`config.mk`:
```
export PLATFORM = sky130hd
export DESIGN_NAME = mac_stream_driver
export DESIGN_NICKNAME = d
export VERILOG_FILES = /design/src/rtl/mac_pkg.sv /design/src/rtl/mac_operand_buf.sv /design/src/rtl/mac_stream_driver.sv
export SDC_FILE = /design/constraint.sdc
export NUM_CORES = 1
export LEC_CHECK = 0
export CAP_MARGIN = 25
export CORE_UTILIZATION = 56
export DETAILED_ROUTE_END_ITERATION = 10
export PLACE_DENSITY = 0.86
export SYNTH_ARGS = -nofsm -noshare
export SYNTH_HDL_FRONTEND = slang
export SYNTH_SLANG_ARGS = --single-unit
```
`constraint.sdc`:
```
create_clock -name clk -period 3.4 [get_ports clk]
set_input_delay 0.51 -clock clk [delete_from_list [all_inputs] [get_ports clk]]
set_output_delay 0.51 -clock clk [all_outputs]
set_load 0.03 [all_outputs]
```
`src/rtl/mac_pkg.sv`:
```
// Shared types and constants for the MAC stream driver and its operand buffer.
package mac_pkg;
  localparam int OP_W  = 10;
  localparam int ACC_W = 20;

  localparam logic [ACC_W-1:0] ACC_MAX = 20'h7FFFF;
  localparam logic [ACC_W-1:0] ACC_MIN = 20'h80000;

  typedef enum logic [2:0] {IDLE, CLEAR, STREAM, DRAIN, DONE} drv_state_t;

  function automatic logic is_sat(input logic [ACC_W-1:0] v);
    return (v == ACC_MAX) || (v == ACC_MIN);
  endfunction
endpackage

```
`src/rtl/mac_operand_buf.sv`:
```
// Operand pair store: one synchronous write port, one combinational read port.
module mac_operand_buf
  import mac_pkg::*;
#(
  parameter int N_PAIRS = 8,
  localparam int AW = (N_PAIRS > 1) ? $clog2(N_PAIRS) : 1
) (
  input  logic              clk,
  input  logic              wr_en,
  input  logic [AW-1:0]     wr_addr,
  input  logic [2*OP_W-1:0] wr_data,
  input  logic [AW-1:0]     rd_addr,
  output logic [2*OP_W-1:0] rd_data
);
  logic [2*OP_W-1:0] mem [N_PAIRS];

  // Addresses past the last pair (non power-of-two depth) are dropped.
  always_ff @(posedge clk) begin
    if (wr_en && (32'(wr_addr) < N_PAIRS)) begin
      mem[wr_addr] <= wr_data;
    end
  end

  assign rd_data = mem[rd_addr];
endmodule

```
`src/rtl/mac_stream_driver.sv`:
```
// Streams buffered operand pairs into the pipelined MAC, counts returns and
// captures the final accumulator; aborts with error if returns stop arriving.
module mac_stream_driver
  import mac_pkg::*;
#(
  parameter int N_PAIRS = 8,
  parameter int TIMEOUT = 16,
  localparam int AW = (N_PAIRS > 1) ? $clog2(N_PAIRS) : 1
) (
  input  logic             clk,
  input  logic             reset,
  input  logic             load_en,
  input  logic [AW-1:0]    load_addr,
  input  logic [OP_W-1:0]  load_a,
  input  logic [OP_W-1:0]  load_b,
  input  logic             start,
  input  logic             hold,
  output logic             mac_reset,
  output logic [OP_W-1:0]  mac_a,
  output logic [OP_W-1:0]  mac_b,
  output logic             mac_valid_in,
  input  logic [ACC_W-1:0] mac_f,
  input  logic             mac_valid_out,
  output logic [ACC_W-1:0] result,
  output logic             saturated,
  output logic             done,
  output logic             error,
  output logic             busy
);
  localparam int CW = $clog2(N_PAIRS + 1);
  localparam int TW = $clog2(TIMEOUT + 1);

  drv_state_t state_reg, state_next;

  logic [CW-1:0]     issue_cnt_reg, ret_cnt_reg;
  logic [TW-1:0]     to_cnt_reg;
  logic [ACC_W-1:0]  last_f_reg, result_reg;
  logic              sat_reg, error_reg, mac_reset_reg, mac_valid_reg;
  logic [OP_W-1:0]   mac_a_reg, mac_b_reg;
  logic [2*OP_W-1:0] rd_data;

  logic issue, last_issue, ret, all_back, timeout;

  mac_operand_buf #(.N_PAIRS(N_PAIRS)) u_buf (
    .clk     (clk),
    .wr_en   (load_en && (state_reg == IDLE)),
    .wr_addr (load_addr),
    .wr_data ({load_a, load_b}),
    .rd_addr (issue_cnt_reg[AW-1:0]),
    .rd_data (rd_data)
  );

  // The output register is loaded on the edge leaving CLEAR, so the first
  // pair is on the bus during the first STREAM cycle.
  always_comb begin
    issue      = ((state_reg == CLEAR) || (state_reg == STREAM)) && !hold;
    last_issue = issue && (issue_cnt_reg == CW'(N_PAIRS - 1));
    all_back   = (ret_cnt_reg == CW'(N_PAIRS));
    ret        = mac_valid_out && !all_back &&
                 ((state_reg == STREAM) || (state_reg == DRAIN));
    timeout    = (state_reg == DRAIN) && !all_back && !mac_valid_out &&
                 (to_cnt_reg == TW'(TIMEOUT - 1));
    state_next = state_reg;
    case (state_reg)
      IDLE:    if (start) state_next = CLEAR;
      CLEAR:   state_next = last_issue ? DRAIN : STREAM;
      STREAM:  if (last_issue) state_next = DRAIN;
      DRAIN:   if (all_back || timeout) state_next = DONE;
      DONE:    state_next = IDLE;
      default: state_next = IDLE;
    endcase
  end

  always_ff @(posedge clk) begin
    if (!reset) begin
      state_reg     <= IDLE;
      issue_cnt_reg <= '0;
      ret_cnt_reg   <= '0;
      to_cnt_reg    <= '0;
      last_f_reg    <= '0;
      result_reg    <= '0;
      sat_reg       <= 1'b0;
      error_reg     <= 1'b0;
      mac_reset_reg <= 1'b1;
      mac_valid_reg <= 1'b0;
      mac_a_reg     <= '0;
      mac_b_reg     <= '0;
    end else begin
      state_reg     <= state_next;
      mac_reset_reg <= (state_next == CLEAR);

      if ((state_reg == IDLE) && start) begin
        error_reg     <= 1'b0;
        issue_cnt_reg <= '0;
        ret_cnt_reg   <= '0;
        to_cnt_reg    <= '0;
        last_f_reg    <= '0;
      end

      mac_valid_reg <= issue;
      if (issue) begin
        mac_a_reg     <= rd_data[2*OP_W-1:OP_W];
        mac_b_reg     <= rd_data[OP_W-1:0];
        issue_cnt_reg <= issue_cnt_reg + 1'b1;
      end

      if (ret) begin
        ret_cnt_reg <= ret_cnt_reg + 1'b1;
        last_f_reg  <= mac_f;
      end

      if (mac_valid_out) begin
        to_cnt_reg <= '0;
      end else if (state_reg == DRAIN) begin
        to_cnt_reg <= to_cnt_reg + 1'b1;
      end

      if (timeout) error_reg <= 1'b1;

      // Publish the captured accumulator only as the run completes.
      if ((state_reg == DRAIN) && (state_next == DONE)) begin
        result_reg <= last_f_reg;
        sat_reg    <= is_sat(last_f_reg);
      end
    end
  end

  assign mac_reset    = mac_reset_reg;
  assign mac_a        = mac_a_reg;
  assign mac_b        = mac_b_reg;
  assign mac_valid_in = mac_valid_reg;
  assign result       = result_reg;
  assign saturated    = sat_reg;
  assign error        = error_reg;
  assign done         = (state_reg == DONE);
  assign busy         = (state_reg != IDLE);
endmodule
```
* Word level (Yosys, flattened, before mapping) *
Memories as Yosys holds them, arrays and structs flattened. A register that Yosys moved wholly into a read port is not among the register bits.
Index checks and enable logic that the tools add are counted.
Widths: inputs -> output; s select.

cells by class
  add/subtract/negate cells = 3
  equality and inequality tests = 11
  muxes and demuxes = 16
  bitwise operators = 1
  reduce and logical (&&, ||, !) cells = 25

operator list
  operator              number
  $mux 20               2
  $eq 20x19->1 const B  1
  $eq 20x20->1 const B  1
  $mux 4                3
  $pmux 3 s4            1
  $logic_and 1x1->1     10
  $mux 5                2
  $mux 3                3
  $add 4x1->4 const B   2
  $reduce_bool 2->1     4
  $eq 3x1->1 const B    2
  $eq 3x2->1 const B    2
  $eq 3x3->1 const B    2
  $add 5x1->5 const B   1
  $eq 5x4->1 const B    1
  $mux 1                5
  $eq 4x3->1 const B    1
  $eq 4x4->1 const B    1
  $logic_not 1->1       4
  $logic_or 1x1->1      4
  $logic_not 3->1       1
  $reduce_bool 3->1     1
  $reduce_or 2->1       1
  $not 1->1             1

word-level totals
  flip-flop bits (word level) = 60
  RAM bits = 160
  bits of input ports = 49
  memories kept = 1

memories
  memory     words  bits a word  read ports  clocked after Yosys merged registers in  write ports  line                   text
  u_buf.mem  8      20           1           1                                        1            mac_operand_buf.sv:15  logic [2*OP_W-1:0] mem [N_PAIRS];

* Logic depth before layout (Yosys ltp) *
  depth after elaboration = 10
  depth in mapped cells = 8

* Hierarchy *
From an unflattened synthesis, not the netlist that was laid out.

unflattened totals
  cell total of the unflattened synthesis = 586
  area total of the unflattened synthesis = 9337.7 µm²

by module, submodules not included
  module             times used  cells an instance  area an instance (µm²)
  mac_operand_buf    1           244                6212.2
  mac_stream_driver  1           342                3125.5

* Worst setup path after synthesis *
OpenSTA, ideal clock, no wires.

  kind = register to register
  start = reg state_reg[2]
  end = mem u_buf.mem[1][0] (netlist bit), enable pin
  setup time = 422 ps
  data arrival time = 2280 ps
  data required time = 2978 ps
  setup slack = 698 ps
  stages on the path, launching flop included = 5
  path buffers = 1
  clock period less this slack = 2702 ps
  cells stage by stage = dfxtp_1 -> buf_6 -> nor3_1 -> nand3_1 -> nor3_1

between the ends
  word-level cells in the longest chain between the ends = 4

RTL lines
  item                          line                     text
  start: declaration            mac_stream_driver.sv:33  drv_state_t state_reg, state_next;
  start signal: assignment      mac_stream_driver.sv:89  state_reg <= state_next;
  $logic_not 3->1               mac_stream_driver.sv:46  .wr_en (load_en && (state_reg == IDLE)),
  $logic_and 1x1->1             mac_stream_driver.sv:46
  $mux 1                        mac_operand_buf.sv:19    if (wr_en && (32'(wr_addr) < N_PAIRS)) begin
  $mux 1 (not written as such)  mac_operand_buf.sv:20    mem[wr_addr] <= wr_data;
  end: declaration              mac_operand_buf.sv:15

Every way passes these cells.

* Worst setup path in the final report *
  start = reg state_reg[1]
  end = out busy

between the ends
  word-level cells in the longest chain between the ends = 1

RTL lines
  item               line                      text
  $reduce_bool 3->1  mac_stream_driver.sv:136  assign busy = (state_reg != IDLE);
  end: declaration   mac_stream_driver.sv:28   output logic busy

Every way passes these cells.

==> flow_metrics.py <==
metrics = {
    "outcome": {
        "outcome": "finished, final reports clean",
    },
    "layout": {
        "finalCoreUtilization": 0.694,
        "n_antenna_cell": 0,
        "drive_gt1_frac": 0.143,
        "instances_no_fill": 902,
        "syn2layout_area_growth_pct": 20.6,
        "largest_register_ff_count": 160,
        "fillers": 1007,
        "finalNetCount": 722,
    },
    "drt": {
        "via_per_inst": 5.84,
        "vias": 5272,
        "initialDrtViolationCount": 413,
        "wire_per_inst_um": 20.6,
        "dr.pass1.iters": 5,
        "wirelength_um": 18600,
        "drt_drc_violations_left": 0,
        "antenna_left": 0,
    },
    "floorplanning": {
        "die-area_um2": 16900,
        "die_x_um": 130,
        "rows": 46,
        "initial_utilization": 0.575,
        "pin_count": 95,
        "die_h_um": 130,
        "coreArea_um2": 15900,
    },
    "place": {
        "dp_cells": 858,
        "place.gp.congestion": 0.866,
        "portBuffers": 94,
        "hpwl_um": 11400,
    },
    "clock_network": {
        "clockRootBuffer": "clkbuf_16",
        "post_cts_buffers": 0,
        "clk_latency_ns": 0.52,
        "tritoncts": "done",
        "clkSlewWorstSetupHoldPaths_ns": 0.06,
        "clock-sinks": 240,
        "clock_path_buffers": 3,
        "numCtsBuffers": 24,
        "cts_max_level": 1,
        "postCtsHoldBufs": 0,
        "cts_resized": 0,
    },
    "yosys": {
        "async_reset_ff_frac": 0,
        "ys.flop_type": "edfxtp_1",
        "syn-cell-area_um2": 9180,
        "ys_types": 41,
        "syn_nets": 622,
        "synth.area.top_cells": "edfxtp_1, dfxtp_1, mux4_2",
        "avgSynthCellArea_um2": 16.2,
        "synth_most_common_cell": "edfxtp_1",
        "yosysSeqAreaShare": 0.698,
        "ys_top_cells_by_count": "edfxtp_1, dfxtp_1, nor2_1",
        "syn_inst": 568,
        "ys_ff_latch": 240,
        "yosysTopAreaCell": "edfxtp_1",
        "synth_top_cell_area_share": 0.524,
        "yosysWarnings": 0,
        "synth-edff-count": 160,
    },
    "grt": {
        "grt_pass1_vias": 5454,
        "grt_usage": 0.226,
        "grt_start_max_net_pins": 44,
        "grt_pass1_wl_um": 28400,
        "antenna_found_initial": 0,
        "grt_overflow": 0,
    },
    "sta": {
        "fmax_mhz": 392,
        "rsz0062_at_grt": "false",
        "tns_ns": 0,
        "fin_hold_ws_ns": 0.458,
        "min_period_over_period": 0.750,
        "finClkSkew_ns": 0.0128,
        "hold_violations": 0,
        "finalSetupViolations": 0,
        "tightest_slew_ns": 0.954,
        "slew_headroom": 0.364,
        "drv_slew": 0,
        "period_needed_ns": 2.55,
    },
    "setup_path": {
        "critPathRequiredTime_ns": 2.89,
        "critPathArrivalTime_ns": 2.04,
        "path_class": "reg2out",
        "endpoint_kind": "output port",
        "cpMaxStageDelayCell": "clkdlybuf4s50_1",
        "cp_slowest_stage_delay_ns": 0.60,
        "crit_fanout": 9,
        "critPathLaunchType": "flop",
        "path_cells": "nor3_1, inv_1, clkdlybuf4s50_1",
    },
    "min_path": {
        "hold_class": "reg2reg",
    },
    "power": {
        "vdd.ir_drop.worst_mv": 0.522,
        "totalPowerFinal_mw": 6.37,
        "p_per_area_nw_per_um2": 576,
        "p_leak_nw": 3.57,
    },
    "flow_run": {
        "maxCapViolations": 0,
    },
}
power by group:
part           internal, mW  switching [mW]
Sequential             3.21          0.0677
Combinational         0.262           0.318
Clock                  1.49            1.03
cells in the final DEF, fill, tap and decap left out, types with 6 or more instances in the layout:
master and count:
clkbuf_16 24, a22oi_1 22, a21oi_1 30, nand3_1 6, inv_1 7, clkbuf_1 8, mux2i_1 42, dfxtp_1 79
nand2_1 6, o21ai_1 21, edfxtp_1 160, clkdlybuf4s50_1 94, mux4_2 40, buf_4 12, nor2_1 63, nand4_1 6
area by class of cell:
type                       instances  area (µm²)  area share
clock inverter                     7        68.8     0.00622
multi-input combinational        287        2520       0.228
sequential                       240        6410       0.579
clock buffer                      37         699      0.0632
timing repair buffer             108        1070      0.0968
tap                              216         270      0.0244
inverter                           7        26.3     0.00237
path summary, 6_finish.rpt:
check	slack (ns)	depth (start not counted)	from	end
max	0.85	3	state_reg[1]$_SDFF_PN0_	busy
min reg2reg	0.46	1	issue_cnt_reg[3]$_SDFFE_PN0P_	issue_cnt_reg[3]$_SDFFE_PN0P_
min	0.46	1	issue_cnt_reg[3]$_SDFFE_PN0P_	issue_cnt_reg[3]$_SDFFE_PN0P_
max reg2reg	1.10	7	to_cnt_reg[0]$_SDFFE_PP0P_	result[11]$_SDFFE_PN0P_
critical path: cells and delay by family (launching register included):
kind          cells  cell delay (ns)
flops             1             0.44
simple gates      1             0.43
buf+inv           2             0.67
routing by layer:
layer,part of all wire,GRT usage
met1,0.39,0.281
met5,0,0
met4,0.023,0.0821
met3,0.077,0.0443
met2,0.51,0.397
through the flow:
stage	setup slack, ns	instance area [µm²]
2_1_floorplan	0.698	9180
3_3_place_gp	1.07	10300
3_5_place_dp	0.918	10300
4_1_cts	0.751	11100
5_1_grt	0.693	11100
6_report	0.850	11100
logic make-up (layout without fill, tap and decap cells):
group                    count (synthesis)  count (layout)  share of synthesized area
buffers and inverters                   41             159                     0.0281
multiplexers                            83              83                      0.145
AND/OR/NAND/NOR                        113             113                     0.0638
flip-flops                             240             240                      0.698
XOR/XNOR                                 3               3                    0.00368
AO/OA/AOI/OAI                           83              83                     0.0541
adder cells (fa/ha/maj)                  5               5                    0.00682
No activity file was read; power rests on OpenSTA's default activity.
